==> src/rtl/mmio_bus_arbiter.sv <==
// Two-master arbiter for the shared memory-mapped data bus.
// Each access is sequenced as grant, bus phase held until the slave is ready
// (or the wait counter expires), then a one-cycle completion pulse to the owner.
module mmio_bus_arbiter #(
  parameter int unsigned TIMEOUT_CYCLES = 16,
  parameter logic [31:0] ERROR_DATA     = 32'hDEADBEEF
) (
  input  logic        iCLK,
  input  logic        iRST_N,
  // master 0 (CPU core)
  input  logic        m0_req,
  input  logic        m0_we,
  input  logic [3:0]  m0_be,
  input  logic [31:0] m0_addr,
  input  logic [31:0] m0_wdata,
  output logic [31:0] m0_rdata,
  output logic        m0_done,
  output logic        m0_err,
  // master 1 (DMA / debug)
  input  logic        m1_req,
  input  logic        m1_we,
  input  logic [3:0]  m1_be,
  input  logic [31:0] m1_addr,
  input  logic [31:0] m1_wdata,
  output logic [31:0] m1_rdata,
  output logic        m1_done,
  output logic        m1_err,
  // slave-side bus
  output logic [31:0] DAddress,
  output logic [31:0] DWriteData,
  output logic [3:0]  DByteEnable,
  output logic        DReadEnable,
  output logic        DWriteEnable,
  input  logic [31:0] DReadData,
  input  logic        DReady,
  // status
  output logic        grant_owner,
  output logic        busy
);

  localparam int unsigned CNT_W = 8;
  localparam logic [CNT_W-1:0] CNT_LAST = CNT_W'(TIMEOUT_CYCLES - 1);

  typedef enum logic [1:0] {
    IDLE   = 2'd0,
    ACCESS = 2'd1,
    RESP   = 2'd2
  } state_t;

  state_t           state_q, state_d;
  logic             last_grant_q, last_grant_d;
  logic             we_q, we_d;
  logic [CNT_W-1:0] cnt_q, cnt_d;

  logic             owner_d;
  logic [31:0]      addr_d, wdata_d;
  logic [3:0]       be_d;
  logic             rd_en_d, wr_en_d;
  logic [31:0]      m0_rdata_d, m1_rdata_d;
  logic             m0_done_d, m1_done_d, m0_err_d, m1_err_d;
  logic             busy_d;
  logic             sel;
  logic             finish;
  logic             timed_out;
  logic [31:0]      cap_data;

  // Next-state and next-register values; every register holds unless a transition updates it.
  always_comb begin
    state_d      = state_q;
    last_grant_d = last_grant_q;
    we_d         = we_q;
    cnt_d        = cnt_q;
    owner_d      = grant_owner;
    addr_d       = DAddress;
    wdata_d      = DWriteData;
    be_d         = DByteEnable;
    rd_en_d      = DReadEnable;
    wr_en_d      = DWriteEnable;
    m0_rdata_d   = m0_rdata;
    m1_rdata_d   = m1_rdata;
    m0_done_d    = 1'b0;
    m1_done_d    = 1'b0;
    m0_err_d     = 1'b0;
    m1_err_d     = 1'b0;
    busy_d       = busy;
    sel          = 1'b0;
    finish       = 1'b0;
    timed_out    = 1'b0;
    cap_data     = DReadData;

    case (state_q)
      IDLE: begin
        if (m0_req || m1_req) begin
          // Round-robin on a tie: the master that did not win last time goes first.
          sel     = (m0_req && m1_req) ? ~last_grant_q : m1_req;
          owner_d = sel;
          addr_d  = sel ? m1_addr  : m0_addr;
          wdata_d = sel ? m1_wdata : m0_wdata;
          be_d    = sel ? m1_be    : m0_be;
          we_d    = sel ? m1_we    : m0_we;
          rd_en_d = sel ? ~m1_we   : ~m0_we;
          wr_en_d = sel ? m1_we    : m0_we;
          cnt_d   = '0;
          busy_d  = 1'b1;
          state_d = ACCESS;
        end
      end

      ACCESS: begin
        cnt_d = cnt_q + CNT_W'(1);
        // Slave ready takes priority over an expiring wait counter.
        if (DReady) begin
          finish    = 1'b1;
          timed_out = 1'b0;
          cap_data  = DReadData;
        end else if (cnt_q == CNT_LAST) begin
          finish    = 1'b1;
          timed_out = 1'b1;
          cap_data  = ERROR_DATA;
        end
        if (finish) begin
          rd_en_d = 1'b0;
          wr_en_d = 1'b0;
          state_d = RESP;
          if (grant_owner) begin
            m1_done_d = 1'b1;
            m1_err_d  = timed_out;
            if (!we_q) m1_rdata_d = cap_data;
          end else begin
            m0_done_d = 1'b1;
            m0_err_d  = timed_out;
            if (!we_q) m0_rdata_d = cap_data;
          end
        end
      end

      RESP: begin
        // Requests are not looked at here, so the owner's falling req cannot re-grant.
        last_grant_d = grant_owner;
        busy_d       = 1'b0;
        state_d      = IDLE;
      end

      default: begin
        rd_en_d = 1'b0;
        wr_en_d = 1'b0;
        busy_d  = 1'b0;
        state_d = IDLE;
      end
    endcase
  end

  // State and output registers; reset aborts any access in flight.
  always_ff @(posedge iCLK or negedge iRST_N) begin
    if (!iRST_N) begin
      state_q      <= IDLE;
      last_grant_q <= 1'b1;
      we_q         <= 1'b0;
      cnt_q        <= '0;
      grant_owner  <= 1'b0;
      DAddress     <= '0;
      DWriteData   <= '0;
      DByteEnable  <= '0;
      DReadEnable  <= 1'b0;
      DWriteEnable <= 1'b0;
      m0_rdata     <= '0;
      m1_rdata     <= '0;
      m0_done      <= 1'b0;
      m1_done      <= 1'b0;
      m0_err       <= 1'b0;
      m1_err       <= 1'b0;
      busy         <= 1'b0;
    end else begin
      state_q      <= state_d;
      last_grant_q <= last_grant_d;
      we_q         <= we_d;
      cnt_q        <= cnt_d;
      grant_owner  <= owner_d;
      DAddress     <= addr_d;
      DWriteData   <= wdata_d;
      DByteEnable  <= be_d;
      DReadEnable  <= rd_en_d;
      DWriteEnable <= wr_en_d;
      m0_rdata     <= m0_rdata_d;
      m1_rdata     <= m1_rdata_d;
      m0_done      <= m0_done_d;
      m1_done      <= m1_done_d;
      m0_err       <= m0_err_d;
      m1_err       <= m1_err_d;
      busy         <= busy_d;
    end
  end

endmodule

==> config.mk <==
export PLATFORM = sky130hd
export DESIGN_NAME = mmio_bus_arbiter
export DESIGN_NICKNAME = d
export VERILOG_FILES = /design/src/rtl/mmio_bus_arbiter.sv
export SDC_FILE = /design/constraint.sdc
export NUM_CORES = 1
export LEC_CHECK = 0
export CAP_MARGIN = 20
export CORE_MARGIN = 3
export CORE_UTILIZATION = 39
export DETAILED_ROUTE_END_ITERATION = 10
export PLACE_DENSITY = 0.75
export SLEW_MARGIN = 15
export SYNTH_ARGS = -nofsm -noshare
export SYNTH_HDL_FRONTEND = slang
export SYNTH_SLANG_ARGS = --single-unit
==> constraint.sdc <==
create_clock -name iCLK -period 1.4 [get_ports iCLK]
set_input_delay 0.21 -clock iCLK [delete_from_list [all_inputs] [get_ports iCLK]]
set_output_delay 0.21 -clock iCLK [all_outputs]
set_load 0.02 [all_outputs]
==> results.toml <==
[cts]
tritoncts = "built"
cts-root-buf = "clkbuf_16"
numCtsBuffers = 17
cts_buffer_depth = 2
cts.sinks = 152
cts.clk_slew.worst_paths_ns = 0.06
htreeDepth = 4
clk_latency_ns = 0.42

[status]
run_status = "complete, but fails checks"
violations = "negative setup slack"

[route]
drt-initial-drc-count = 300
antenna_left = 0
drc = 0
drt-total-wl_mm = 28.5
vias = 7019
post_drt_wl_per_cell_um = 21.5
routed_via_density = 5.29
first_pass_iters = 5

[critical_path]
criticalPathCategory = "reg -> reg"
slowest_stage = "dfrtp_2"
critPathLaunchType = "flip-flop"
cp_num_buf_inv = 2
cp_top_family = "flip-flops"
crit_chain = "nor4b_4, buf_6, clkbuf_16, mux2i_1, a21oi_1"
worstRegToRegCells = 5
max_stage_delay_ns = 0.45
required_ns = 1.70
cp.arrival_ns = 1.92
cp-end-kind = "flip-flop"
cp.depth = 5
crit_path_max_fanout = 8

[timing]
final-setup-viol-count = 142
tightestPinTransition_ns = 0.387
final_max_slew_viol_count = 0
fin_ws_ns = -0.222
fin_crit_sh_pct = 116
finalCriticalPeriod_ns = 1.62
max_freq_ghz = 0.617
final-hold-violation-count = 0
grt_setup_unrepaired = "true"
relSlewSlack_pct = 74.2
hold_ws_ns = 0.276
fin_skew_ns = 0.00939

[placed_design]
dp_slack_ns = -0.305
hpwl_mm = 17.0
gp_congestion = 0.813
port_buffers = 314
postPlaceCellArea_um2 = 11200

[job]
drv_cap = 0

[grt]
grt_pass1_vias = 7132
grt_usage_pct = 24.7
grt_max_degree = 70
grt_pass1_wl_mm = 39.7
antenna_found_initial = 1
grt_remaining_overflow = 0

[logic_synthesis]
syn_inst = 701
yosysWarnings = 0
ys_ff_latch = 152
ys_types = 41
synth_edf_count = 0
synth_area_um2 = 7440
synth_fp_nets = 877
async_reset_ff_share_pct = 100
ys_seq_area_share_pct = 51.1
dominantRegCellSynth = "dfrtp_1"
syn_area_per_cell_um2 = 10.6

[floorplanning]
die_w_um = 144
core_area_um2 = 18300
initial_core_util_pct = 40.6
fp-row-count = 49
die_y_um = 144
die-area_um2 = 20800
num_io_pins = 315

[finish]
areaGrowthSynthToFinish_pct = 77.6
final_area_um2 = 13200
nets = 1261
fin_util_pct = 72.1
drive_gt1_share_pct = 27.6

[power_and_ir_drop]
power_per_cell_area_nw_per_um2 = 1950
peakVddDrop_v = 0.00119
p_leak_uw = 0.00577

[min_path]
hp-class = "in -> async"
==> cells in the mapped netlist (2+ instances only) <==
library cell / number / area, um^2
clkbuf_1: 15 / 56.3
inv_1: 68 / 255
a21o_1: 3 / 22.5
buf_2: 23 / 115
a21oi_2: 23 / 201
a21oi_1: 26 / 130
o21ai_1: 97 / 485
o21ai_0: 67 / 335
nor3_1: 3 / 15.0
o2bb2ai_1: 3 / 26.3
buf_4: 3 / 22.5
nand3_1: 3 / 15.0
nand2b_1: 27 / 169
mux2i_1: 138 / 1380
nand2_1: 3 / 11.3
and2_1: 10 / 62.6
buf_6: 9 / 101
dfrtp_1: 151 / 3780
a2111oi_0: 2 / 17.5
nor4_1: 2 / 12.5
nor2_1: 5 / 18.8
==> placed cells by master, fill, tap and decap left out, types with 3 or more instances in the layout <==
cell             Yosys  final
and2_1              10     10
bufinv_16            0      4
buf_4                3     28
o2bb2ai_1            3      3
a21oi_4              0      3
mux2i_1            138    101
a21o_4               0      3
mux2i_2              0     24
o21ai_0             67     21
dfrtp_2              0      3
nand2b_4             0      3
clkinvlp_4           0      3
buf_6                9     21
nor2_1               5      3
clkdlybuf4s50_1      0    172
buf_8                0      7
a21oi_1             26      6
inv_1               68     67
nand2b_1            27     25
clkinv_2             0      3
buf_16               0      6
nand2_1              3      3
clkbuf_16            0     26
dlygate4sd2_1        0     76
clkbuf_2             0     18
clkdlybuf4s15_1      0     45
a21oi_2             23     40
buf_12               0     27
dfrtp_1            151    148
o21ai_2              0     46
o21ai_1             97     97
a21bo_4              0      3
mux2i_4              0     13
==> sequential cells by signal (all words and copies together) (netlist names), 2 cells and up <==
register and flops:
DAddress 32, DByteEnable 4, DWriteData 32, cnt_q 8, m0_rdata 32, m1_rdata 32, state_q 2
==> per-stage QoR <==
step / TNS [ns] / instances / total power, uW
floorplan: -3.76 / 701 / 13200
global placement: -24.48 / 1248 / 18700
detailed placement: -28.65 / 1248 / 18900
CTS: -9.82 / 1314 / 23800
global route: -20.70 / 1327 / 27200
finish: -14.48 / 1327 / 25800
==> final cells by class <==
type | instances | area [um^2]
Fill cell | 1304 | 5110
Tap cell | 229 | 287
Clock buffer | 19 | 433
Timing Repair Buffer | 411 | 4430
Clock inverter | 12 | 176
Multi-Input combinational cell | 435 | 3820
Sequential cell | 152 | 3810
Inverter | 68 | 259
Antenna cell | 1 | 2.50
==> layer usage <==
metal  share of wire (%)  up-vias  GRT usage (%)
met5                   0        -              0
met4                 2.3        0           7.76
met3                 8.8       47           8.40
met2                  51      336           42.3
met1                  38     3412           29.4
li1                    -     3224              -
==> power by group <==
part	switching, uW	internal, uW
clock network	1900	2980
logic	7410	6160
registers	1220	6120
==> worst paths after layout <==
check	start	end	slack, ns
min reg2reg	DWriteData[7]	DWriteData[7]	0.49
min in group iCLK	m1_addr[16]	DAddress[16]	0.40
max in group asynchronous	iRST_N	DWriteData[22]	0.55
max	grant_owner	m0_rdata[0]	-0.22
max reg2reg	grant_owner	m0_rdata[0]	-0.22
min	iRST_N	m0_rdata[4]	0.28
==> cell families (layout without fill, tap and decap cells) <==
logic type / after synthesis / after routing / synth area share [%]
other cells: 0 / 1 / 0
fa+ha+maj: 1 / 1 / 0.168
mux: 138 / 138 / 18.6
buf+inv: 119 / 510 / 7.45
flops: 152 / 152 / 51.1
simple gates: 62 / 63 / 5.33
compound gates: 229 / 233 / 17.4
==> repair_timing <==
| item | 4_1_cts | 5_1_grt |
|---|---|---|
| cloned | 16 | 14 |
| endpoints found under the setup margin | 280 | 195 |
| pin swaps | 38 | 26 |
| hold endpoints to repair | 32 | 0 |
| setup buffers | 18 | 8 |
| gates resized for setup | 237 | 241 |
| hold buffers | 1 | 0 |
No activity file was read; power rests on OpenSTA's default activity.
